<file path="src/rtl/jc_scan_ctrl.sv">
`timescale 1ns/1ps
`default_nettype none
// ============================================================================
// jc_scan_ctrl : prescaled Johnson-counter scan controller (IDLE/RUN/FIN).
// Optional ping-pong mode is enabled by defining JC_SCAN_CTRL_BOUNCE_EN.
// Revision : 1.0
// ============================================================================
module jc_scan_ctrl #(
    parameter int WIDTH = 4,
    parameter int DIVW  = 8
) (
    input  logic             CLK,
    input  logic             RST_N,
    input  logic             START,
    input  logic             STOP,
    input  logic             LEFT,
    input  logic             BOUNCE,
    input  logic [7:0]       STEPS,
    input  logic [DIVW-1:0]  DIV,
    output logic [WIDTH-1:0] Q,
    output logic             BUSY,
    output logic             DONE,
    output logic             DIR_OUT
);

    typedef enum logic [1:0] {
        S_IDLE = 2'd0,
        S_RUN  = 2'd1,
        S_FIN  = 2'd2
    } state_t;

    state_t            state_q, state_d;
    logic [WIDTH-1:0]  q_q, q_d;
    logic              dir_q, dir_d;
    logic [7:0]        rem_q, rem_d;
    logic [7:0]        steps_q, steps_d;
    logic [DIVW-1:0]   div_q, div_d;
    logic [DIVW-1:0]   pre_q, pre_d;
    logic              w_bounce;
    logic              w_launch;
    logic [WIDTH-1:0]  w_step;

    assign w_launch = (state_q == S_IDLE) && START && (STEPS != 8'd0);
    assign w_step   = dir_q ? {q_q[WIDTH-2:0], ~q_q[WIDTH-1]}
                            : {~q_q[0], q_q[WIDTH-1:1]};

`ifdef JC_SCAN_CTRL_BOUNCE_EN
    logic bounce_q;

    always_ff @(posedge CLK or negedge RST_N) begin
        if (!RST_N) begin
            bounce_q <= 1'b0;
        end else if (w_launch) begin
            bounce_q <= BOUNCE;
        end
    end

    assign w_bounce = bounce_q;
`else
    logic unused_bounce;
    assign unused_bounce = BOUNCE;
    assign w_bounce      = 1'b0;
`endif

    always_ff @(posedge CLK or negedge RST_N) begin
        if (!RST_N) begin
            state_q <= S_IDLE;
            q_q     <= '0;
            dir_q   <= 1'b0;
            rem_q   <= 8'd0;
            steps_q <= 8'd0;
            div_q   <= '0;
            pre_q   <= '0;
        end else begin
            state_q <= state_d;
            q_q     <= q_d;
            dir_q   <= dir_d;
            rem_q   <= rem_d;
            steps_q <= steps_d;
            div_q   <= div_d;
            pre_q   <= pre_d;
        end
    end

    always_comb begin
        state_d = state_q;
        q_d     = q_q;
        dir_d   = dir_q;
        rem_d   = rem_q;
        steps_d = steps_q;
        div_d   = div_q;
        pre_d   = pre_q;
        case (state_q)
            S_IDLE: begin
                if (w_launch) begin
                    rem_d   = STEPS;
                    steps_d = STEPS;
                    dir_d   = LEFT;
                    div_d   = DIV;
                    pre_d   = '0;
                    state_d = S_RUN;
                end else if (START) begin
                    state_d = S_FIN;
                end
            end
            S_RUN: begin
                // STOP wins over a coincident tick: no step on the abort edge.
                if (STOP) begin
                    state_d = S_FIN;
                end else if (pre_q == div_q) begin
                    pre_d = '0;
                    q_d   = w_step;
                    if (rem_q != 8'd0) begin
                        rem_d = rem_q - 8'd1;
                    end
                    if (rem_q == 8'd1) begin
                        if (w_bounce) begin
                            dir_d = ~dir_q;
                            rem_d = steps_q;
                        end else begin
                            state_d = S_FIN;
                        end
                    end
                end else begin
                    pre_d = pre_q + 1'b1;
                end
            end
            S_FIN: begin
                state_d = S_IDLE;
            end
            default: begin
                state_d = S_IDLE;
            end
        endcase
    end

    assign Q       = q_q;
    assign DIR_OUT = dir_q;
    assign BUSY    = (state_q == S_RUN);
    assign DONE    = (state_q == S_FIN);

endmodule
`default_nettype wire

</file>
<file path="config.mk">
export PLATFORM = sky130hd
export DESIGN_NAME = jc_scan_ctrl
export DESIGN_NICKNAME = d
export VERILOG_FILES = /design/src/rtl/jc_scan_ctrl.sv
export SDC_FILE = /design/constraint.sdc
export NUM_CORES = 1
export LEC_CHECK = 0
export CORE_MARGIN = 4
export CORE_UTILIZATION = 53
export DETAILED_ROUTE_END_ITERATION = 16
export PLACE_DENSITY = 0.78
export SLEW_MARGIN = 5
export SYNTH_ARGS = -nofsm -noshare
export SYNTH_HDL_FRONTEND = slang
export SYNTH_SLANG_ARGS = --single-unit
</file>
<file path="constraint.sdc">
create_clock -name CLK -period 5.8 [get_ports CLK]
set_input_delay 1.16 -clock CLK [delete_from_list [all_inputs] [get_ports CLK]]
set_output_delay 1.16 -clock CLK [all_outputs]
set_load 0.005 [all_outputs]
</file>
==> results.sh <==
export IMPL_clkLatencyLatePin_ns=0.33
export IMPL_fp_row_count=20
export IMPL_gp_congestion=0.9032
export IMPL_cpPeakStageDelay_ns=0.62
export IMPL_cp_buffers_inverters=1
export IMPL_power_total_uw=958.9
export IMPL_crit_family="compound AO/OA/AOI/OAI gates"
export IMPL_status="completed"
export IMPL_critPathSlowestCell="a21oi_2"
export IMPL_vias=1484
export IMPL_required_ns=6.02
export IMPL_wl_per_cell_um=16.15
export IMPL_fin_area_um2=2117
export IMPL_grt_pass1_wl_um=6900
export IMPL_hold_violations=0
export IMPL_vias_per_cell=6.082
export IMPL_synth_common_cells="dfrtp_1, nand2_1, mux2_2, nor2_1, xor2_1"
export IMPL_nets=225
export IMPL_grt_overflow_total=0
export IMPL_synth_cells=172
export IMPL_synth_cell_type_count=44
export IMPL_wirelength_um=3941
export IMPL_seq_area_frac_synth=0.4416
export IMPL_antenna_left=0
export IMPL_grtUsageTotal=0.2066
export IMPL_synth_area_top_cells="dfrtp_1, mux2_2, xor2_1"
export IMPL_min_period_ns=3.425
export IMPL_grt_pass1_vias=1516
export IMPL_cts_tree="done"
export IMPL_die_w_um=65.57
export IMPL_yosys_area_top_type_share=0.4416
export IMPL_crit_path_max_fanout=14
export IMPL_ys_flop_type="dfrtp_1"
export IMPL_cts_buffer_depth=2
export IMPL_drt_iter0_drc=117
export IMPL_power_leakage_uw=0.0008987
export IMPL_crit_type="input pin to register"
export IMPL_max_cap_violations=0
export IMPL_fin_crit_sh=0.5906
export IMPL_cts_resized=0
export IMPL_coreArea_um2=3103
export IMPL_start_util=0.5661
export IMPL_max_freq_mhz=291.9
export IMPL_die_area_um2=4299
export IMPL_nFillCells=258
export IMPL_relSlewSlack=0.4560
export IMPL_cts_setup_buffers=0
export IMPL_drt_pass1_iterations=4
export IMPL_fin_util=0.6823
export IMPL_cp_arrival_ns=3.65
export IMPL_dpl_worst_slack_ns=2.017
export IMPL_start_kind="input pin"
export IMPL_clk_pin_slew_ns=0.10
export IMPL_die_height_um=65.57
export IMPL_antennaDiodeCount=0
export IMPL_synth_async_reset_ratio=1.000
export IMPL_yosysTopAreaCell="dfrtp_1"
export IMPL_numCtsBuffers=5
export IMPL_yosys_warnings=0
export IMPL_setup_viol=0
export IMPL_grt_start_max_net_pins=32
export IMPL_worstMarginPinSlew_ns=0.8160
export IMPL_yosysMostFrequentCell="dfrtp_1"
export IMPL_synth_edff_count=0
export IMPL_synth_avg_cell_area_um2=10.21
export IMPL_antenna_found_initial=0
export IMPL_ctsHtreeMaxLevel=2
export IMPL_cts_hold_fix_buffers=0
export IMPL_clock_sinks=31
export IMPL_synth_seq_cells=31
export IMPL_cp_cell_sequence="clkdlybuf4s50_1 -> or3b_2 -> a21oi_2 -> o21ai_2 -> and2_2 -> o32a_1"
export IMPL_synth_fp_nets=198
export IMPL_cts_root_buf="clkbuf_4"
export IMPL_rsz0062_at_grt="false"
export IMPL_drc=0
export IMPL_netlist_area_um2=1757
export IMPL_area_delta_synth_final_pct=20.51
export IMPL_port_buffers=27
export IMPL_setup_tns_ns=0
export IMPL_slew_violations=0
export IMPL_p_per_area_nw_per_um2=452.9
export IMPL_hpwlAfterDp_um=2938
export IMPL_worstSetupEndpointType="register"
export IMPL_layout_setup_ws_ns=2.375
export IMPL_drive_gt1_frac=0.1750
export IMPL_min_path_type="register to register"
export IMPL_num_io_pins=29
export IMPL_finClkSkew_ns=0.01109
export IMPL_ir_worst_vdd_mv=0.2397
export IMPL_placed_area_um2=2048
-- layout make-up --
cell class,instances,area [um2],share of cell area
Multi-Input combinational cell,129,924.6,0.4368
Sequential cell,31,775.7,0.3664
Timing Repair Buffer,28,277.8,0.1312
Clock buffer,8,68.82,0.03251
Tap cell,44,55.05,0.02600
Inverter,4,15.01,0.007092
-- cell usage in the layout, fill, tap and decap left out, types with 4 or more instances in the layout --
cell type	n
clkdlybuf4s50_1	27
a22o_1	5
xor2_1	8
nor2_1	13
ha_1	4
mux2_2	14
nor3_1	7
inv_1	4
nand3_1	5
nand2_1	15
dfrtp_1	31
clkbuf_4	5
a21oi_1	7
o21ai_0	7
-- report_power, final --
| part | total [uW] | switching, uW | internal [uW] |
|---|---|---|---|
| Clock | 144 | 72.6 | 71.3 |
| Sequential | 396 | 94.5 | 302 |
| Combinational | 419 | 211 | 207 |
-- metal layers --
layer / up-vias / GRT usage / wire length, um / share of wire
met1: 731 / 0.2645 / 1679 / 0.43
li1: 687 / - / - / -
met5: - / 0 / 0 / 0
met4: 0 / 0.07254 / 70 / 0.018
met2: 57 / 0.3426 / 1936 / 0.49
met3: 9 / 0.04615 / 254 / 0.064
-- worst register-to-register path, delay by kind of cell, from the launching register on --
kind | cells | cell delay [ns]
and+or+nand+nor | 2 | 0.77
DFF | 1 | 0.42
AOI/OAI and AO/OA | 3 | 1.28
-- registers in the layout, summed over array words and instances (netlist names) --
name	cells
Q	4
div_q	8
pre_q	8
state_q	2
DIR_OUT	1
rem_q	8
-- worst paths after layout --
check	start	endpoint	slack, ns	cells past startpoint
min	state_q[1]	state_q[1]	0.48	1
min in group asynchronous	RST_N	pre_q[5]	1.21	2
max	START	rem_q[6]	2.37	6
max in group asynchronous	RST_N	Q[0]	4.29	2
min reg2reg	state_q[1]	state_q[1]	0.48	1
max reg2reg	state_q[0]	rem_q[6]	3.23	5
-- stage by stage --
stage | cells | hold slack (ns)
after floorplan | 172 | 0.4381
after global placement | 236 | 0.4538
after detailed placement | 236 | 0.4635
after CTS | 244 | 0.4823
after global routing | 244 | 0.5005
final | 244 | 0.4794
-- cells by family (layout without fill, tap and decap cells) --
logic type | count (synthesis) | after routing | synth area share
and+or+nand+nor | 59 | 59 | 0.1774
AOI/OAI and AO/OA | 41 | 41 | 0.1738
DFF | 31 | 31 | 0.4416
muxes | 17 | 17 | 0.1068
buffers and inverters | 12 | 40 | 0.03204
xor gates and xnor gates | 8 | 8 | 0.03989
adders and majority gates | 4 | 4 | 0.02849
(Power assumes the default switching activity.)
